$ cat config.mk
export PLATFORM = sky130hd
export DESIGN_NAME = ped_crossing_ctrl
export DESIGN_NICKNAME = d
export VERILOG_FILES = /design/src/rtl/ped_crossing_ctrl.sv
export SDC_FILE = /design/constraint.sdc
export NUM_CORES = 1
export LEC_CHECK = 0
export CAP_MARGIN = 5
export CORE_ASPECT_RATIO = 1.4
export CORE_MARGIN = 2
export CORE_UTILIZATION = 50
export CTS_BUF_LIST = sky130_fd_sc_hd__clkbuf_8
export DETAILED_ROUTE_END_ITERATION = 12
export GPL_TIMING_DRIVEN = 1
export PLACE_DENSITY = 0.73
export SLEW_MARGIN = 20
export SYNTH_ARGS = -nofsm -noshare
export SYNTH_HDL_FRONTEND = slang
export SYNTH_SLANG_ARGS = --single-unit
$ cat constraint.sdc
create_clock -name CLK -period 6.6 [get_ports CLK]
set_input_delay 0.66 -clock CLK [delete_from_list [all_inputs] [get_ports CLK]]
set_output_delay 0.66 -clock CLK [all_outputs]
set_load 0.03 [all_outputs]
$ cat src/rtl/ped_crossing_ctrl.sv
// Pedestrian-crossing sequencer: synchronises the button and vehicle detector,
// latches crossing requests and steps the road/pedestrian lamps on a prescaled tick.
module ped_crossing_ctrl #(
    parameter int TICK_DIV    = 50_000_000,
    parameter int T_MIN_GREEN = 10,
    parameter int T_MAX_GREEN = 30,
    parameter int T_YELLOW    = 3,
    parameter int T_ALL_RED   = 2,
    parameter int T_PED_GREEN = 8,
    parameter int T_PED_FLASH = 4,
    parameter int T_RED_YEL   = 2
) (
    input  logic       CLK,
    input  logic       RST,
    input  logic       PED_BUTT,
    input  logic       ROAD_DET,
    output logic       ROAD_RED,
    output logic       ROAD_YELLOW,
    output logic       ROAD_GREEN,
    output logic       PED_RED,
    output logic       PED_GREEN,
    output logic       PED_WAIT,
    output logic [2:0] STATE
);

    typedef enum logic [2:0] {
        S_ROAD_GO   = 3'd0,
        S_ROAD_YEL  = 3'd1,
        S_ALL_RED1  = 3'd2,
        S_PED_GO    = 3'd3,
        S_PED_FLASH = 3'd4,
        S_ALL_RED2  = 3'd5,
        S_RED_YEL   = 3'd6,
        S_BAD       = 3'd7
    } state_e;

    function automatic int max2(input int a, input int b);
        return (a > b) ? a : b;
    endfunction

    // Timer must hold the longest dwell of any state, not only the green limit.
    localparam int T_TOP = max2(max2(max2(T_MAX_GREEN, T_YELLOW), max2(T_ALL_RED, T_PED_GREEN)),
                                max2(T_PED_FLASH, T_RED_YEL));
    localparam int TW = $clog2(T_TOP + 1);
    localparam int CW = $clog2(TICK_DIV);

    localparam logic [CW-1:0] CNT_LAST = CW'(TICK_DIV - 1);
    localparam logic [TW:0]   N_MIN    = (TW+1)'(T_MIN_GREEN);
    localparam logic [TW:0]   N_MAX    = (TW+1)'(T_MAX_GREEN);
    localparam logic [TW-1:0] T_SAT    = TW'(T_MAX_GREEN);

    function automatic logic [TW:0] dwell(input state_e s);
        logic [TW:0] d;
        d = '0;
        case (s)
            S_ROAD_YEL:             d = (TW+1)'(T_YELLOW);
            S_ALL_RED1, S_ALL_RED2: d = (TW+1)'(T_ALL_RED);
            S_PED_GO:               d = (TW+1)'(T_PED_GREEN);
            S_PED_FLASH:            d = (TW+1)'(T_PED_FLASH);
            S_RED_YEL:              d = (TW+1)'(T_RED_YEL);
            default:                d = '0;
        endcase
        return d;
    endfunction

    function automatic state_e succ(input state_e s);
        state_e r;
        r = S_ROAD_GO;
        case (s)
            S_ROAD_GO:   r = S_ROAD_YEL;
            S_ROAD_YEL:  r = S_ALL_RED1;
            S_ALL_RED1:  r = S_PED_GO;
            S_PED_GO:    r = S_PED_FLASH;
            S_PED_FLASH: r = S_ALL_RED2;
            S_ALL_RED2:  r = S_RED_YEL;
            default:     r = S_ROAD_GO;
        endcase
        return r;
    endfunction

    logic          ped_s1_q, ped_s2_q, ped_s3_q, rise_q;
    logic          det_s1_q, det_s2_q;
    state_e        state_q, state_d;
    logic [CW-1:0] cnt_q, cnt_d;
    logic [TW-1:0] t_q, t_d;
    logic [TW:0]   n;
    logic          req_q, req_d;
    logic          tick, changed, set_ok;
    // Lamp vector order: road red, road yellow, road green, ped red, ped green.
    logic [4:0]    lamp_q, lamp_d;

    always_comb begin
        tick    = (cnt_q == CNT_LAST);
        n       = (TW+1)'(t_q) + (TW+1)'(1);
        state_d = state_q;
        case (state_q)
            S_ROAD_GO: begin
                if (tick && req_q && (n >= N_MIN) && (!det_s2_q || (n >= N_MAX)))
                    state_d = S_ROAD_YEL;
            end
            S_ROAD_YEL, S_ALL_RED1, S_PED_GO, S_PED_FLASH, S_ALL_RED2, S_RED_YEL: begin
                if (tick && (n == dwell(state_q)))
                    state_d = succ(state_q);
            end
            default: state_d = S_ROAD_GO;
        endcase

        changed = (state_d != state_q);
        cnt_d   = (changed || tick) ? '0 : cnt_q + CW'(1);

        t_d = t_q;
        if (changed)
            t_d = '0;
        else if (tick && !((state_q == S_ROAD_GO) && (t_q >= T_SAT)))
            t_d = t_q + TW'(1);

        set_ok = state_q inside {S_ROAD_GO, S_ROAD_YEL, S_ALL_RED1, S_ALL_RED2, S_RED_YEL};
        req_d  = req_q | (rise_q & set_ok);
        if ((state_d == S_PED_GO) && (state_q != S_PED_GO))
            req_d = 1'b0;

        lamp_d = 5'b00110;
        case (state_d)
            S_ROAD_GO:              lamp_d = 5'b00110;
            S_ROAD_YEL:             lamp_d = 5'b01010;
            S_ALL_RED1, S_ALL_RED2: lamp_d = 5'b10010;
            S_PED_GO:               lamp_d = 5'b10001;
            S_PED_FLASH:            lamp_d = {4'b1000, ~t_d[0]};
            S_RED_YEL:              lamp_d = 5'b11010;
            default:                lamp_d = 5'b00110;
        endcase
    end

    always_ff @(posedge CLK) begin
        if (RST) begin
            ped_s1_q <= 1'b0;
            ped_s2_q <= 1'b0;
            ped_s3_q <= 1'b0;
            rise_q   <= 1'b0;
            det_s1_q <= 1'b0;
            det_s2_q <= 1'b0;
            state_q  <= S_ROAD_GO;
            cnt_q    <= '0;
            t_q      <= '0;
            req_q    <= 1'b0;
            lamp_q   <= 5'b00110;
        end else begin
            ped_s1_q <= PED_BUTT;
            ped_s2_q <= ped_s1_q;
            ped_s3_q <= ped_s2_q;
            rise_q   <= ped_s2_q & ~ped_s3_q;
            det_s1_q <= ROAD_DET;
            det_s2_q <= det_s1_q;
            state_q  <= state_d;
            cnt_q    <= cnt_d;
            t_q      <= t_d;
            req_q    <= req_d;
            lamp_q   <= lamp_d;
        end
    end

    assign {ROAD_RED, ROAD_YELLOW, ROAD_GREEN, PED_RED, PED_GREEN} = lamp_q;
    assign PED_WAIT = req_q;
    assign STATE    = state_q;

endmodule

==> out/metrics.yaml <==
synth_top_family_by_area: "simple AND/OR/NAND/NOR gates"
rows: 29
critPathMaxFanout: 10
grt_max_degree: 24
startpoint: "t_q[0]$_SDFF_PP0_"
clk_pin_slew_ps: 80
first_iter_violations: 76
power_per_cell_area_mw_per_mm2: 193
yosysWarnings: 0
finalInstanceArea_mm2: 0.00258
yosysTopAreaCellShare_pct: 39.3
setup_violations: 0
drt-pass1-iter-count: 4
synth_cell_type_count: 47
power_leakage_nw: 0.900
status: "completed"
max_slew_margin_pct: 34.0
syn_to_final_growth_pct: 10.0
cp-start-kind: "flop"
globalplace.congestion: 0.889
io_buffers: 12
clk_path_buf_depth: 2
layout.nets: 294
rsz0062_at_grt: "false"
crit_chain: "inv_1 -> ha_1 -> a21boi_0 -> a221o_1 -> a32oi_1 -> a21oi_1 -> mux2i_1 -> a21oi_2"
avgRoutedWirePerCell_um: 13.4
ys_seq_area_share_pct: 39.3
cts_hold_buf: 0
place_area_mm2: 0.00247
routed_wl_um: 4670
end_kind: "flop"
worstReg2RegStart: "t_q[0]$_SDFF_PP0_"
synth_area_mm2: 0.00234
finalSetupTns_ps: 0
synth-compound-area-share_pct: 13.9
diodes: 0
grt.total_usage_pct: 19.7
fin_crit_ps: 2760
setup.worst_path.class: "reg -> reg"
synth_fa_ha_area_share_pct: 2.14
clock-sinks: 46
io_pins: 13
drv_cap: 0
drive_gt1_share_pct: 4.88
synthFlopType: "dfxtp_1"
cts_tree: "built"
ant_nets: 0
numCtsBuffers: 5
antenna_found_initial: 0
grt_pass1_wl_um: 7890
fmax_ghz: 0.363
critical_path.max_stage_delay_ps: 520
die_w_um: 61.8
postSynthCellCount: 280
crit_arrival_ps: 2940
slowest_stage: "dfxtp_1"
hold_viol: 0
finalCritPeriodShare_pct: 41.8
hold_path_class: "reg -> reg"
peakVddDrop_mv: 0.121
worstSkewPairLatency_ps: 300
required_ps: 6780
die_h_um: 85.0
hold_start: "ped_s3_q$_SDFF_PP0_"
routed_via_density: 5.48
drc: 0
htree_levels: 2
cts_repair_resize_count: 0
grt_pass1_vias: 1846
muxShareOfSynthArea_pct: 0.427
synth_top_area_cell: "dfxtp_1"
synthArstFlopShare_pct: 0
coreArea_mm2: 0.00454
die-area_mm2: 0.00526
yosys-top-cells-area: "dfxtp_1, xor2_1, nor2_1"
finalClockSkew_ps: 10.4
timing.hold.ws_ps: 401
hpwl_um: 3350
synth_xor_area_share_pct: 10.5
syn_nets: 288
syn_avg_cell_area_um2: 8.37
cts_setup_buffers: 0
synth_edf_count: 0
clockRootBuffer: "clkbuf_8"
ys_seq_elements: 46
worstMarginPinSlew_ps: 981
start_util_pct: 51.6
overflow: 0
vias: 1914
slew_violations: 0
synth-simple-area-share_pct: 28.9
power breakdown:
part	internal, mW	switching, mW	total, mW
combinational	0.00521	0.00716	0.0124
clock	0.111	0.0921	0.204
sequential	0.280	0.00219	0.283
logic make-up (layout without fill, tap and decap cells):
| logic type | count (synthesis) | in the layout |
|---|---|---|
| AOI/OAI and AO/OA | 47 | 47 |
| xor gates and xnor gates | 28 | 28 |
| buffers and inverters | 24 | 31 |
| DFF | 46 | 46 |
| and+or+nand+nor | 130 | 130 |
| adders and majority gates | 4 | 4 |
| muxes | 1 | 1 |
sequential cells by signal (all words and copies together) (netlist names):
| signal | flops |
|---|---|
| cnt_q | 26 |
| lamp_q | 5 |
| t_q | 5 |
| STATE | 3 |
| PED_WAIT | 1 |
| det_s1_q | 1 |
| det_s2_q | 1 |
| ped_s1_q | 1 |
| ped_s2_q | 1 |
| ped_s3_q | 1 |
| rise_q | 1 |
critical path: cells and delay by family, from the launching register on:
| kind | cells | cell delay [ps] |
|---|---|---|
| fa+ha+maj | 1 | 400 |
| buf+inv | 1 | 140 |
| mux | 1 | 270 |
| flops | 1 | 520 |
| compound gates | 5 | 1310 |
layout by cell type, fill, tap and decap left out, types with 5 or more instances in the layout:
cell type         n
clkbuf_8          5
nor2_1           33
nand4_1           5
nand3_1          18
nor2b_1           8
xnor2_1           9
xor2_1           19
o21ai_0           8
nor3_1           11
dfxtp_1          46
inv_1            11
a21oi_1           9
nand2_1          22
and3_1            7
or3_1             5
clkdlybuf4s50_1  12
path summary, 6_finish.rpt:
check	slack [ps]	end	cells past startpoint
max reg2reg	3840	lamp_q[0]$_SDFF_PP0_	8
min	400	rise_q$_SDFF_PP0_	1
min reg2reg	400	rise_q$_SDFF_PP0_	1
max	3840	lamp_q[0]$_SDFF_PP0_	8
area by class of cell:
cell class                      instances  area (um2)
Fill cell                             427        1960
Multi-Input combinational cell        210        1310
Sequential cell                        46         921
Timing Repair Buffer                   12         120
Tap cell                               62        77.6
Clock buffer                            5        68.8
Inverter                               11        41.3
Clock inverter                          3        40.0
synthesized netlist by cell type (all sizes together) (6+ instances only):
library cell   n
a21oi         10
and3           8
clkbuf         8
dfxtp         46
inv           11
nand2         22
nand3         18
nor2          33
nor2b          8
nor3          11
o21ai          8
or3            6
xnor2          9
xor2          19
metrics by stage:
stage          setup WS [ps]  utilization, %  total power, mW  instances
5_1_grt                 3600            56.8            0.518        349
3_5_place_dp            3910            54.4            0.302        341
6_report                3840            56.8            0.499        349
2_1_floorplan           4140               -            0.297        280
4_1_cts                 3890            56.8            0.505        349
3_3_place_gp            3910            54.4            0.302        341
layer usage:
| layer | vias up | track usage (%) | share of wire [%] |
|---|---|---|---|
| li1 | 991 | - | - |
| met1 | 880 | 22.4 | 42 |
| met2 | 32 | 33.8 | 52 |
| met3 | 11 | 4.73 | 3.1 |
| met4 | 0 | 8.32 | 2.9 |
| met5 | - | 0 | 0 |
No activity file was read; power rests on OpenSTA's default activity.
